`src/rtl/bus_arbiter_ctrl_if.sv`:
```
// bus_arbiter_ctrl_if: requester inputs and shared-bus outputs of the 4-source arbiter.
interface bus_arbiter_ctrl_if #(parameter int DATA_W = 8);
  logic [3:0] req;
  logic [3:0] last;
  logic [DATA_W-1:0] d0;
  logic [DATA_W-1:0] d1;
  logic [DATA_W-1:0] d2;
  logic [DATA_W-1:0] d3;
  logic rr_mode;
  logic bus_ready;
  logic [3:0] gnt;
  logic [1:0] gnt_id;
  logic busy;
  logic bus_valid;
  logic [DATA_W-1:0] bus_data;
  logic bus_last;
  logic timeout_err;
  modport master (
    input req, last, d0, d1, d2, d3, rr_mode, bus_ready,
    output gnt, gnt_id, busy, bus_valid, bus_data, bus_last, timeout_err
  );
  modport slave (
    output req, last, d0, d1, d2, d3, rr_mode, bus_ready,
    input gnt, gnt_id, busy, bus_valid, bus_data, bus_last, timeout_err
  );
endinterface

```
`src/rtl/bus_arbiter_ctrl.sv`:
```
// bus_arbiter_ctrl: burst-holding 4-source arbiter with fixed/round-robin selection and beat watchdog.
module bus_arbiter_ctrl #(
  parameter int DATA_W = 8,
  parameter int MAX_BEATS = 16
) (
  input logic clk,
  input logic rst_n,
  bus_arbiter_ctrl_if.master bus
);
  localparam int CW = $clog2(MAX_BEATS) + 1;
  localparam logic [CW-1:0] LAST_BEAT = CW'(MAX_BEATS - 1);
  typedef enum logic {IDLE, GRANT} state_t;
  state_t state_q, state_d;
  logic [3:0] gnt_q, gnt_d, rot;
  logic [1:0] gnt_id_q, gnt_id_d, rr_ptr_q, rr_ptr_d, hi, f, w;
  logic busy_q, busy_d, timeout_q, timeout_d, accept, rel;
  logic [CW-1:0] beat_q, beat_d;
  // rotating by rr_ptr turns the round-robin search into a lowest-set-bit pick
  assign rot = 4'({bus.req, bus.req} >> rr_ptr_q);
  assign f = rot[0] ? 2'd0 : rot[1] ? 2'd1 : rot[2] ? 2'd2 : 2'd3;
  assign hi = bus.req[3] ? 2'd3 : bus.req[2] ? 2'd2 : bus.req[1] ? 2'd1 : 2'd0;
  assign w = bus.rr_mode ? rr_ptr_q + f : hi;
  assign bus.gnt = gnt_q;
  assign bus.gnt_id = gnt_id_q;
  assign bus.busy = busy_q;
  assign bus.timeout_err = timeout_q;
  assign bus.bus_valid = busy_q & bus.req[gnt_id_q];
  assign bus.bus_last = busy_q & (bus.last[gnt_id_q] | beat_q == LAST_BEAT);
  assign bus.bus_data = !busy_q ? '0 :
                        gnt_id_q == 2'd3 ? bus.d3 :
                        gnt_id_q == 2'd2 ? bus.d2 :
                        gnt_id_q == 2'd1 ? bus.d1 : bus.d0;
  assign accept = bus.bus_valid & bus.bus_ready;
  assign rel = accept & bus.bus_last;
  always_comb begin
    state_d = state_q;
    gnt_d = gnt_q;
    gnt_id_d = gnt_id_q;
    busy_d = busy_q;
    rr_ptr_d = rr_ptr_q;
    beat_d = beat_q;
    timeout_d = 1'b0;
    if (state_q == IDLE) begin
      if (|bus.req) begin
        state_d = GRANT;
        gnt_d = 4'b0001 << w;
        gnt_id_d = w;
        busy_d = 1'b1;
        beat_d = '0;
      end
    end else if (accept) begin
      beat_d = rel ? '0 : beat_q + CW'(1);
      if (rel) begin
        state_d = IDLE;
        gnt_d = '0;
        busy_d = 1'b0;
        rr_ptr_d = gnt_id_q + 2'd1;
        timeout_d = ~bus.last[gnt_id_q];
      end
    end
  end
  always_ff @(posedge clk or negedge rst_n) begin
    if (!rst_n) begin
      state_q <= IDLE;
      gnt_q <= '0;
      gnt_id_q <= '0;
      busy_q <= 1'b0;
      rr_ptr_q <= '0;
      beat_q <= '0;
      timeout_q <= 1'b0;
    end else begin
      state_q <= state_d;
      gnt_q <= gnt_d;
      gnt_id_q <= gnt_id_d;
      busy_q <= busy_d;
      rr_ptr_q <= rr_ptr_d;
      beat_q <= beat_d;
      timeout_q <= timeout_d;
    end
  end
endmodule

```
`src/flat_wrapper.sv`:
```
// flat-port wrapper written by rule: the top's interface ports become plain ports
module bus_arbiter_ctrl_flat 
#(
  parameter int DATA_W = 8,
  parameter int MAX_BEATS = 16
)
  (clk, rst_n, bus_req, bus_last, bus_d0, bus_d1, bus_d2, bus_d3, bus_rr_mode, bus_bus_ready, bus_gnt, bus_gnt_id, bus_busy, bus_bus_valid, bus_bus_data, bus_bus_last, bus_timeout_err);
  bus_arbiter_ctrl_if #(.DATA_W(DATA_W)) bus_i ();
  input logic clk;
  input logic rst_n;
  input wire logic [$bits(bus_i.req)-1:0] bus_req;
  input wire logic [$bits(bus_i.last)-1:0] bus_last;
  input wire logic [$bits(bus_i.d0)-1:0] bus_d0;
  input wire logic [$bits(bus_i.d1)-1:0] bus_d1;
  input wire logic [$bits(bus_i.d2)-1:0] bus_d2;
  input wire logic [$bits(bus_i.d3)-1:0] bus_d3;
  input wire logic [$bits(bus_i.rr_mode)-1:0] bus_rr_mode;
  input wire logic [$bits(bus_i.bus_ready)-1:0] bus_bus_ready;
  output wire logic [$bits(bus_i.gnt)-1:0] bus_gnt;
  output wire logic [$bits(bus_i.gnt_id)-1:0] bus_gnt_id;
  output wire logic [$bits(bus_i.busy)-1:0] bus_busy;
  output wire logic [$bits(bus_i.bus_valid)-1:0] bus_bus_valid;
  output wire logic [$bits(bus_i.bus_data)-1:0] bus_bus_data;
  output wire logic [$bits(bus_i.bus_last)-1:0] bus_bus_last;
  output wire logic [$bits(bus_i.timeout_err)-1:0] bus_timeout_err;
  assign bus_i.req = bus_req;
  assign bus_i.last = bus_last;
  assign bus_i.d0 = bus_d0;
  assign bus_i.d1 = bus_d1;
  assign bus_i.d2 = bus_d2;
  assign bus_i.d3 = bus_d3;
  assign bus_i.rr_mode = bus_rr_mode;
  assign bus_i.bus_ready = bus_bus_ready;
  assign bus_gnt = bus_i.gnt;
  assign bus_gnt_id = bus_i.gnt_id;
  assign bus_busy = bus_i.busy;
  assign bus_bus_valid = bus_i.bus_valid;
  assign bus_bus_data = bus_i.bus_data;
  assign bus_bus_last = bus_i.bus_last;
  assign bus_timeout_err = bus_i.timeout_err;
  bus_arbiter_ctrl #(.DATA_W(DATA_W), .MAX_BEATS(MAX_BEATS)) u_core (.clk(clk), .rst_n(rst_n), .bus(bus_i));
endmodule
```
`config.mk`:
```
export PLATFORM = sky130hd
export DESIGN_NAME = bus_arbiter_ctrl_flat
export DESIGN_NICKNAME = d
export VERILOG_FILES = /design/src/rtl/bus_arbiter_ctrl_if.sv /design/src/rtl/bus_arbiter_ctrl.sv /design/src/flat_wrapper.sv
export SDC_FILE = /design/constraint.sdc
export NUM_CORES = 1
export LEC_CHECK = 0
export BUFFER_PORTS_ARGS = -buffer_cell sky130_fd_sc_hd__buf_2
export CORE_MARGIN = 2
export CORE_UTILIZATION = 49
export CTS_BUF_LIST = sky130_fd_sc_hd__clkbuf_8 sky130_fd_sc_hd__clkbuf_16
export CTS_CLUSTER_DIAMETER = 40
export DETAILED_ROUTE_END_ITERATION = 10
export HOLD_SLACK_MARGIN = 0.02
export PLACE_DENSITY = 0.85
export SYNTH_ARGS = -nofsm -noshare
export SYNTH_HDL_FRONTEND = slang
export SYNTH_SLANG_ARGS = --single-unit
export TNS_END_PERCENT = 20
```
`constraint.sdc`:
```
create_clock -name clk -period 5.4 [get_ports clk]
set_input_delay 1.08 -clock clk [delete_from_list [all_inputs] [get_ports clk]]
set_output_delay 1.08 -clock clk [all_outputs]
set_load 0.005 [all_outputs]
```
### Yosys cells after proc, flatten, opt, wreduce, memory -nomap -nowiden

Index checks and enable logic that the tools add are counted.

* register bits after elaboration: 16
* input bits: 44
* logic and storage cells: 66

* add/sub/neg operators: 3
* $lt $le $gt $ge: 1
* equality and inequality tests: 6
* shift-type cells: 2
* mux-type cells: 34
* bitwise gates (word level): 7
* reductions and logical operators: 6

Operator list (number)
* $mux 8: 4
* $mux 5: 4
* $mux 4: 4
* $mux 1: 15
* $mux 2: 5
* $shr 8x2->3: 1
* $reduce_and 3->1: 2
* $add 5x1->5 const B: 1
* $eq 5x4->1 const B: 1
* $and 1x1->1: 4
* $bmux 1 s2: 2
* $eq 2x2->1 const B: 2
* $ne 2x2->1 const B: 2
* $reduce_and 2->1: 2
* $reduce_or 4->1: 1
* $shl 1x2->4 const A: 1
* $lt 2x3->1 const B: 1
* $add 2x1->2 const B: 1
* $add 2x2->2: 1
* $eq 2x1->1 const B: 1
* $not 1->1: 2
* $reduce_bool 2->1: 1
* $or 1x1->1: 1

### Logic depth before layout (Yosys ltp)

Gate-level depths: netlist (run 1).

* depth in word-level cells: 9
* mapped depth: 10

### Least setup slack after synthesis (run 1)

No wires, ideal clock.

* kind: in2out
* from: in bus_last[3]
* to: out bus_bus_last
* arrival time: 2054 ps
* required time: 4320 ps
* path slack: 2266 ps
* cell stages on the path: 3
* cells stage by stage: mux4_2 > or2_1 > and2_1

* cells in the longest elaborated chain, start to end: 4

Ends and longest elaborated chain
* start: declaration: RTL line flat_wrapper.sv:12 `input wire logic [$bits(bus_i.last)-1:0] bus_last;`
* $bmux 1 s2: RTL line bus_arbiter_ctrl.sv:28 `assign bus.bus_last = busy_q & (bus.last[gnt_id_q] | beat_q == LAST_BEAT);`
* $mux 1 (not written as such): RTL line bus_arbiter_ctrl.sv:28
* $or 1x1->1: RTL line bus_arbiter_ctrl.sv:28
* $and 1x1->1: RTL line bus_arbiter_ctrl.sv:28
* end: declaration: RTL line flat_wrapper.sv:24 `output wire logic [$bits(bus_i.bus_last)-1:0] bus_bus_last;`

No other way between the ends. The select of a mux whose other input is x is not followed.

### Worst setup path after layout (run 1)

Same ends and word-level chain as after synthesis.

==> key figures, run 1 <==
Synth
  – Synthesized Nets: 208
  – Post-synthesis sequential area ratio: 0.3156
  – EDFF count, synth: 0
  – Netlist cell types: 37
  – Main area contributors after synthesis: dfrtp_1 32%, a21oi_1 7.5%, mux2i_1 7.1%
  – Post-synthesis cell area: 1269 um2
  – Async S/R FF share, synth: 1.000
  – #FFs+latches synth: 16
  – Gate Count Post-Synth: 158
  – Mean cell area of the mapped netlist: 8.030 um2
  – Yosys top cell by area: dfrtp_1
  – Warnings, synthesis: 0
  – Synth Flop Type: dfrtp_1
  – Top cell type's share of synthesized area: 0.3156

Clock network
  – Bufs on Longest Clock Path: 2
  – Post-CTS setup buffers: 0
  – CTS tree: built
  – Cts bufs inserted: 3
  – Clock sinks: 16
  – H-tree lvl count: 1
  – Worst-path clk slew: 0.07 ns
  – Clk_lat worst skew: 0.25 ns
  – Root buffer cell: clkbuf_8
  – Hold buffers post-CTS: 0
  – Cts repair resizes: 0

Placed design
  – # port buffers: 61
  – Dpl hpwl: 2432 um
  – GPL Wtd Cong: 0.8214

Floorplanning
  – Num rows: 18
  – I/O Pins: 62
  – Die ar.: 3012 um2
  – Initial core utilization: 0.5168
  – Core area: 2455 um2
  – Die H: 54.89 um
  – Die W: 54.89 um

Hold path
  – Worst hold path type: reg -> reg
  – Hold depth: 2

Layout
  – Share of cells above drive strength 1: 0.3472
  – Layout Nets: 267
  – N_diodes: 0
  – Synthesis-to-layout area growth: 29.29%

Critical path
  – Slowest cell delay on critical path: 0.55 ns
  – Worst-path maximum fanout: 4
  – R2R Path Start: u_core.rr_ptr_q[1]
  – R2R Setup Slk: 3.23 ns
  – CP startpoint: bus_last[3]
  – Required @ worst endpoint: 4.32 ns
  – CP startpoint kind: input pin
  – WP buf/inv: 2
  – Stages on the worst setup path: 5
  – CP top delay family: multiplexers
  – Reg-to-reg endpoint: u_core.bus.gnt[0]
  – CP max-delay cell: mux4_2
  – Crit path DAT: 2.30 ns
  – Crit Path Category: in -> out
  – Critical Path Sink Type: primary output
  – Top cell by count, worst path: buf_2
  – R2R depth: 10
  – Worst-path cell chain: buf_2 > mux4_2 > or2_1 > and2_1 > buf_2
  – CP endpoint: bus_bus_last

Timing
  – Max frequency: 0.2962 GHz
  – Worst-margin pin slew: 1.033 ns
  – Final Hold Fails: 0
  – Max Slew Vio Count: 0
  – Setup violators final: 0
  – Final period utilization: 0.6252
  – Post-route minimum period: 3.376 ns
  – RSZ-0062 raised after global routing: false
  – Setup Skew: 0.005702 ns
  – Slew headroom: 0.3024
  – Fin Setup TNS: 0 ns

Drt
  – Iteration-0 DRC Markers: 44
  – Avg WL per Cell: 12.98 um
  – Drt via density: 5.642
  – First drt pass iteration count: 7
  – Routed metal-1 wirelength: 1261 um
  – Routed vias: 1388
  – Post-Route WL: 3193 um
  – # DRC: 0
  – DR WL met3: 371 um
  – Metal2 WL: 1538 um
  – Routed Antenna Nets: 0
  – Uppermost routed layer: met4

GRT
  – First-pass GRT wire length: 4636 um
  – Gr usage total: 0.2163
  – Largest net degree at the start of global routing: 17
  – Global route total overflow: 0
  – Antenna violations before repair: 0
  – Vias in the first global route: 1094

Status
  – Outcome: complete, no violations

Run
  – Max Cap Viol: 0

Power and ir drop
  – PwrDens: 458.2 nW/um2
  – Total design power: 0.7517 mW
  – Leakage: 0.8258 nW
  – Peak supply drop: 0.3310 mV
cells in the final DEF (no fill, tap or decap), types with 2 or more instances in the layout:
cell / instances
a21oi_1: 19
and2_1: 9
and3_1: 2
buf_2: 61
clkbuf_8: 4
dfrtp_1: 16
ha_1: 6
inv_1: 7
mux2i_1: 9
mux4_2: 2
nand2_1: 19
nand2_2: 2
nand3_1: 7
nand4_1: 2
nor2_1: 12
nor2b_1: 2
o21ai_0: 15
or3_1: 2
through the flow:
| step | instances | utilization | setup WS (ns) | hold slack [ns] | instance area, um2 |
|---|---|---|---|---|---|
| 5_1_grt | 246 | 0.6682 | 1.980 | 0.5471 | 1640 |
| 4_1_cts | 246 | 0.6682 | 2.014 | 0.5242 | 1640 |
| 3_3_place_gp | 242 | 0.6458 | 2.026 | 0.4864 | 1585 |
| 3_5_place_dp | 242 | 0.6458 | 2.012 | 0.5077 | 1585 |
| 2_1_floorplan | 158 | - | 2.266 | 0.4813 | 1269 |
| 6_report | 246 | 0.6682 | 2.024 | 0.5218 | 1640 |
report_power, final:
part           switching [mW]  internal (mW)  total, mW
registers              0.0609          0.161      0.222
logic                   0.216          0.207      0.423
clock network          0.0418         0.0647      0.106
total                   0.319          0.433      0.752
worst register-to-register path: stages, from the launching register on:
cell and delay (ns):
dfrtp_1 0.45, nand2_1 0.10, a21oi_1 0.06, a211oi_1 0.21, a21oi_1 0.08, ha_1 0.21, nand2_1 0.07, a31oi_1 0.04
mux2i_1 0.14, o311ai_0 0.35, a31o_2 0.35
kinds of logic after synthesis:
family          share of synthesized area
simple gates                       0.2692
compound gates                     0.2081
flops                              0.3156
buf+inv                           0.04143
mux                                0.1065
fa+ha+maj                         0.05917
how the worst min path moves through the flow:
stage	from	end	slack, ns
finish	u_core.bus.gnt[3]	u_core.bus.gnt[3]	0.52
global route	u_core.bus.gnt[3]	u_core.bus.gnt[3]	0.55
CTS	u_core.bus.gnt[3]	u_core.bus.gnt[3]	0.52
detailed placement	u_core.bus.gnt[3]	u_core.bus.gnt[3]	0.51
global placement	u_core.bus.gnt[3]	u_core.bus.gnt[3]	0.49
floorplan	u_core.beat_q[2]	u_core.beat_q[2]	0.48
cells in the mapped netlist, types with 2 or more instances:
master    count
or3_1         2
dfrtp_1      16
nor2_1       12
nand2_1      19
mux4_2        2
nand3_1       7
clkbuf_1      7
o21ai_0      15
inv_1         7
mux2i_1       9
a21oi_1      19
and3_1        2
ha_1          6
nand4_1       2
nor2b_1       2
nand2_2       2
and2_1        9
state kept, by name, indices dropped and copies added (netlist names):
| signal | flops |
|---|---|
| u_core.rr_ptr_q | 2 |
| u_core.bus.busy | 1 |
| u_core.bus.timeout_err | 1 |
| u_core.bus.gnt | 4 |
| u_core.beat_q | 5 |
| u_core.state_q | 1 |
| u_core.bus.gnt_id | 2 |
area by class of cell:
type / instances / area [um2]
Clock buffer: 4 / 55.05
Tap cell: 30 / 37.54
Sequential cell: 16 / 400.4
Timing Repair Buffer: 61 / 305.3
Multi-Input combinational cell: 128 / 815.8
Inverter: 7 / 26.28
Fill cell: 232 / 814.5
per-layer routing:
layer / vias up / GRT usage
met5: - / 0
met4: 0 / 0.07083
met3: 4 / 0.03825
met2: 63 / 0.3929
met1: 639 / 0.2535
li1: 682 / -
No activity file was read; power rests on OpenSTA's default activity.
==> run 2: changes to the inputs <==
--- a/config.mk
+++ b/config.mk
@@ -7,12 +7,12 @@
 export LEC_CHECK = 0
 export BUFFER_PORTS_ARGS = -buffer_cell sky130_fd_sc_hd__buf_2
 export CORE_MARGIN = 2
-export CORE_UTILIZATION = 49
+export CORE_UTILIZATION = 46
 export CTS_BUF_LIST = sky130_fd_sc_hd__clkbuf_8 sky130_fd_sc_hd__clkbuf_16
 export CTS_CLUSTER_DIAMETER = 40
 export DETAILED_ROUTE_END_ITERATION = 10
 export HOLD_SLACK_MARGIN = 0.02
-export PLACE_DENSITY = 0.85
+export PLACE_DENSITY = 0.81
 export SYNTH_ARGS = -nofsm -noshare
 export SYNTH_HDL_FRONTEND = slang
 export SYNTH_SLANG_ARGS = --single-unit
==> constraint.sdc (replaced) <==
create_clock -name clk -period 3.5 [get_ports clk]
set_input_delay 0.7 -clock clk [delete_from_list [all_inputs] [get_ports clk]]
set_output_delay 0.7 -clock clk [all_outputs]
set_load 0.005 [all_outputs]
==> run 2 against run 1 <==
Compared with the run above:
- critical path depth is 2 higher
- clock power is 28% higher
- non-clock buffer count stayed put
- critical path type is now reg -> out
- first-iteration DRC count is 23% higher
==> key figures, run 2 (synthesis gave the netlist of run 1 again) <==
Layout
  – Post-Layout Cell Count: 246 (unchanged)
  – Share of cells above drive strength 1: 0.3442 (-0.003036)
  – Commonest non-fill, non-tap cell in the layout: buf_2
  – Largest register FFs: 5 (unchanged)
  – Synthesis-to-layout area growth: 28.30%
  – Fill cells: 263 (+13%)
  – N_diodes: 0 (unchanged)
  – Layout Nets: 267 (unchanged)
  – Largest reg by FF count: u_core.beat_q
  – Final Instance Area: 1628 um2 (-0.76%)
  – Most frequent cells in the layout: 61 x buf_2, 19 x a21oi_1, 19 x nand2_1

Timing
  – Worst-margin pin slew: 0.9460 ns (-0.08735 ns)
  – Fin Setup TNS: 0 ns (unchanged)
  – Final Hold Fails: 0 (unchanged)
  – Max frequency: 0.3520 GHz
  – RSZ-0062 raised after global routing: false
  – Slew headroom: 0.3613 (+0.05897)
  – Final worst setup slack: 0.6588 ns (-1.365 ns)
  – Final period utilization: 0.8118
  – Setup violators final: 0 (unchanged)
  – Post-route minimum period: 2.841 ns
  – Setup Skew: 0.001427 ns (-0.004275 ns)
  – Max Slew Vio Count: 0 (unchanged)

Critical path
  – R2R Setup Slk: 1.41 ns (-1.82 ns)
  – CP startpoint: u_core.bus.gnt_id[0]
  – CP max-delay cell: dfrtp_1
  – CP top delay family: flip-flops
  – Worst-path cell chain: ha_1 > mux2i_1 > nor2_1 > a21oi_1 > o21ai_0 > and2_1 > buf_2
  – Slowest cell delay on critical path: 0.53 ns (-0.02 ns)
  – R2R depth: 10 (unchanged)
  – Crit Path Category: reg -> out
  – WP buf/inv: 1 (-1)
  – Worst-path maximum fanout: 8 (+4)
  – CP startpoint kind: flop
  – Critical Path Sink Type: primary output
  – Reg-to-reg endpoint: u_core.bus.gnt[0]
  – R2R Path Start: u_core.rr_ptr_q[1]
  – Required @ worst endpoint: 2.80 ns (-1.52 ns)
  – Crit path DAT: 2.14 ns (-0.16 ns)

GRT
  – Gr usage total: 0.2004 (-0.01588)
  – Global route total overflow: 0 (unchanged)
  – First-pass GRT wire length: 5147 um (+11%)
  – Largest net degree at the start of global routing: 17 (unchanged)
  – Antenna violations before repair: 0 (unchanged)
  – Vias in the first global route: 1182 (+8.0%)

Floorplanning
  – Num rows: 19 (+1)
  – Initial core utilization: 0.4723 (-0.04453)
  – Die W: 56.52 um (+3.0%)
  – Core area: 2686 um2 (+9.4%)
  – Die H: 56.52 um (+3.0%)
  – Die ar.: 3194 um2 (+6.0%)
  – I/O Pins: 62 (unchanged)

Placed design
  – # port buffers: 61 (unchanged)
  – Placed standard-cell area: 1587 um2 (about the same)
  – GPL Wtd Cong: 0.8500 (+3.5%)
  – Worst slack, placed: 0.8733 ns (-1.139 ns)
  – Dpl hpwl: 2440 um (+0.32%)
  – # placed instances: 243 (+0.41%)

Clock network
  – Hold buffers post-CTS: 0 (unchanged)
  – CTS tree: built
  – Worst-path clk slew: 0.06 ns (about the same)
  – Cts bufs inserted: 3 (unchanged)
  – Post-CTS setup buffers: 0 (unchanged)
  – Clock sinks: 16 (unchanged)
  – Root buffer cell: clkbuf_8
  – Clk_lat worst skew: 0.25 ns (about the same)
  – Bufs on Longest Clock Path: 2 (unchanged)
  – H-tree lvl count: 1 (unchanged)
  – Cts repair resizes: 0 (unchanged)

Drt
  – Avg WL per Cell: 12.66 um (-2.5%)
  – # DRC: 0 (unchanged)
  – Routed vias: 1345 (-3.1%)
  – First drt pass iteration count: 4 (-3)
  – Drt via density: 5.467 (-3.1%)
  – Post-Route WL: 3114 um (-2.5%)
  – Routed Antenna Nets: 0 (unchanged)
  – Iteration-0 DRC Markers: 54 (+23%)

Hold path
  – Worst hold path type: in -> async

Power and ir drop
  – Peak supply drop: 0.4470 mV (+35%)
  – PwrDens: 692.8 nW/um2 (+51%)
  – Leakage: 0.8186 nW (-0.87%)
  – Total design power: 1.128 mW (+50%)

Status
  – Outcome: complete, no violations

Run
  – Max Cap Viol: 0 (unchanged)
[run 2: cell types whose count changed in the layout (fill, tap and decap cells not counted)]
cell | previous run | this run
clkbuf_8 | 4 | 3
[run 2: where the power goes]
group | internal (mW) | switching (mW) | total (mW) | leakage, nW
logic | 0.319 | 0.331 | 0.650 | 0.592
clock network | 0.0763 | 0.0592 | 0.136 | 0.0216
registers | 0.249 | 0.0931 | 0.342 | 0.205
[run 2: per-stage QoR]
step / util / hold slack, ns
2_1_floorplan: - / 0.4044
3_3_place_gp: 0.5906 / 0.4863
3_5_place_dp: 0.5906 / 0.4905
4_1_cts: 0.6060 / 0.3654
5_1_grt: 0.6060 / 0.3828
6_report: 0.6060 / 0.3556
[run 2: area by class of cell]
type,count,area (um2),share of cell area
Multi-Input combinational cell,128,815.8,0.5012
Sequential cell,16,400.4,0.2460
Timing Repair Buffer,61,305.3,0.1875
Clock buffer,3,41.29,0.02537
Tap cell,31,38.79,0.02383
Inverter,7,26.28,0.01614
[run 2: worst max path at each step]
stage | end | slack [ns] | cells past startpoint
final | bus_bus_data[7] | 0.66 | 7
after global routing | bus_bus_data[5] | 0.51 | 7
after CTS | bus_bus_data[7] | 0.66 | 7
after detailed placement | bus_bus_last | 0.87 | 5
after global placement | bus_bus_last | 0.88 | 5
after floorplan | bus_bus_last | 1.13 | 3
[run 2: routing by layer]
metal	vias to the layer above	track usage	share of wire
met5	-	0	0
met1	602	0.2471	0.42
met3	7	0.05991	0.11
li1	678	-	-
met4	0	0.08844	0.021
met2	58	0.3223	0.45
==> run 3: changes to the inputs <==
==> constraint.sdc (replaced) <==
create_clock -name clk -period 3 [get_ports clk]
set_input_delay 0.6 -clock clk [delete_from_list [all_inputs] [get_ports clk]]
set_output_delay 0.6 -clock clk [all_outputs]
set_load 0.005 [all_outputs]
==> run 3 against run 2 <==
Compared with the run above:
- sequential share of layout area did not move
- combinational power grew 16%
- cell count unchanged
- largest cell class unchanged
- worst setup slack got worse by 0.35 ns
- hold slack got worse by 0.099 ns
- highest routed layer unchanged
- clock power grew 15%
==> key figures, run 3 (synthesis gave the netlist of run 1 again) <==
Drt
  – Drt via density: 5.329 (-2.5%)
  – DR WL met3: 297 um (-13%)
  – Avg WL per Cell: 12.49 um (-1.3%)
  – Post-Route WL: 3073 um (-1.3%)
  – Routed Antenna Nets: 0 (unchanged)
  – First drt pass iteration count: 5 (+1)
  – Iteration-0 DRC Markers: 50 (-7.4%)
  – Routed metal-1 wirelength: 1339 um (+2.7%)
  – Routed vias: 1311 (-2.5%)
  – Uppermost routed layer: met4
  – # DRC: 0 (unchanged)
  – Metal2 WL: 1394 um (-0.43%)

Floorplanning
  – Die ar.: 3194 um2 (unchanged)
  – I/O Pins: 62 (unchanged)
  – Core area: 2686 um2 (unchanged)
  – Initial core utilization: 0.4723 (unchanged)
  – Num rows: 19 (unchanged)
  – Die W: 56.52 um (unchanged)
  – Die H: 56.52 um (unchanged)

Layout
  – Largest reg by FF count: u_core.beat_q
  – Synthesis-to-layout area growth: 28.30% (unchanged)
  – N_diodes: 0 (unchanged)
  – Most frequent cells in the layout: 61 x buf_2, 19 x a21oi_1, 19 x nand2_1
  – FF+latch area: 400.4 um2 (unchanged)
  – Area of the multi-input gates: 815.8 um2 (unchanged)
  – Share of cells above drive strength 1: 0.3442 (unchanged)
  – Fill cells: 248 (-5.7%)
  – Largest register FFs: 5 (unchanged)
  – Commonest non-fill, non-tap cell in the layout: buf_2
  – Layout Nets: 267 (unchanged)

Timing
  – Fin Setup TNS: 0 ns (unchanged)
  – Final period utilization: 0.8984
  – Final Hold Fails: 0 (unchanged)
  – Setup Skew: 0.0008298 ns (-0.0005972 ns)
  – Slew headroom: 0.4160 (+0.05470)
  – Worst-margin pin slew: 0.8650 ns (-0.08102 ns)
  – Setup violators final: 0 (unchanged)
  – RSZ-0062 raised after global routing: false
  – Max frequency: 0.3710 GHz
  – Max Slew Vio Count: 0 (unchanged)
  – Hold slack: 0.2562 ns (-0.09943 ns)
  – Post-route minimum period: 2.695 ns

Clock network
  – Clk_lat worst skew: 0.25 ns (about the same)
  – Post-CTS setup buffers: 0 (unchanged)
  – Cts repair resizes: 0 (unchanged)
  – Worst-path clk slew: 0.06 ns (about the same)
  – Clock sinks: 16 (unchanged)
  – Bufs on Longest Clock Path: 2 (unchanged)
  – Cts bufs inserted: 3 (unchanged)
  – H-tree lvl count: 1 (unchanged)
  – Root buffer cell: clkbuf_8
  – CTS tree: built
  – Hold buffers post-CTS: 0 (unchanged)

Hold path
  – Worst hold path type: in -> async

Power and ir drop
  – Leakage: 0.8186 nW (unchanged)
  – Peak supply drop: 0.5896 mV (+32%)
  – PwrDens: 804.9 nW/um2 (+16%)

GRT
  – Largest net degree at the start of global routing: 17 (unchanged)
  – Vias in the first global route: 1251 (+5.8%)
  – First-pass GRT wire length: 5209 um (+1.2%)
  – Antenna violations before repair: 0 (unchanged)
  – Gr usage total: 0.2016 (+0.001261)
  – Global route total overflow: 0 (unchanged)

Critical path
  – Critical Path Sink Type: primary output
  – Crit path DAT: 2.10 ns (-0.04 ns)
  – Required @ worst endpoint: 2.40 ns (-0.40 ns)
  – Worst-path maximum fanout: 8 (unchanged)
  – Crit Path Category: reg -> out
  – CP startpoint kind: flop

Status
  – Outcome: complete, no violations

Run
  – Max Cap Viol: 0 (unchanged)

Placed design
  – # port buffers: 61 (unchanged)
  – GPL Wtd Cong: 0.8741 (+2.8%)
  – Dpl hpwl: 2445 um (+0.19%)
run 3: cell counts in the layout (fill, tap and decap cells not counted):
No cell type changed its count.
run 3: stage by stage:
step                instances    util  area, um2  setup slack, ns  total power [mW]
floorplan                 158       -       1269           0.7771            0.9082
global placement          243  0.5906       1587           0.5661             1.153
detailed placement        243  0.5906       1587           0.5429             1.166
CTS                       246  0.6060       1628           0.2762             1.324
global route              246  0.6060       1628           0.1334             1.451
finish                    246  0.6060       1628           0.3048             1.310
run 3: worst paths after layout:
kind / startpoint / end / slack (ns) / depth (start not counted)
max in group asynchronous: rst_n / u_core.bus.busy / 2.49 / 1
hold reg to reg: u_core.bus.gnt[3] / u_core.bus.gnt[3] / 0.52 / 2
setup reg to reg: u_core.rr_ptr_q[1] / u_core.bus.gnt[0] / 0.91 / 10
hold / removal: rst_n / u_core.beat_q[4] / 0.26 / 1
setup / recovery: u_core.bus.gnt_id[0] / bus_bus_data[5] / 0.30 / 7
min in group clk: u_core.bus.gnt[3] / u_core.bus.gnt[3] / 0.52 / 2
run 3: cell type report:
| cell class | count | area share |
|---|---|---|
| clock buffers | 3 | 0.02537 |
| inverters | 7 | 0.01614 |
| multi-input cells | 128 | 0.5012 |
| flip-flops and latches | 16 | 0.2460 |
| well taps | 31 | 0.02383 |
| repair buffers | 61 | 0.1875 |
run 3: per-layer routing:
metal / GRT usage / vias up
met3: 0.05069 / 4
met4: 0.05102 / 0
met5: 0 / -
met2: 0.3538 / 54
li1: - / 676
met1: 0.2452 / 577
run 3: where the power goes:
| part | internal, mW | total (mW) | switching, mW | leakage [nW] |
|---|---|---|---|---|
| Combinational | 0.372 | 0.756 | 0.384 | 0.592 |
| Sequential | 0.291 | 0.397 | 0.107 | 0.205 |
| Clock | 0.0889 | 0.156 | 0.0675 | 0.0216 |
run 3: worst max-delay path, stage by stage, from the launching register on:
cell	delay, ns
dfrtp_1	0.52
ha_1	0.49
mux2i_1	0.27
nor2_1	0.06
a21oi_1	0.13
o21ai_0	0.09
and2_1	0.17
buf_2	0.12
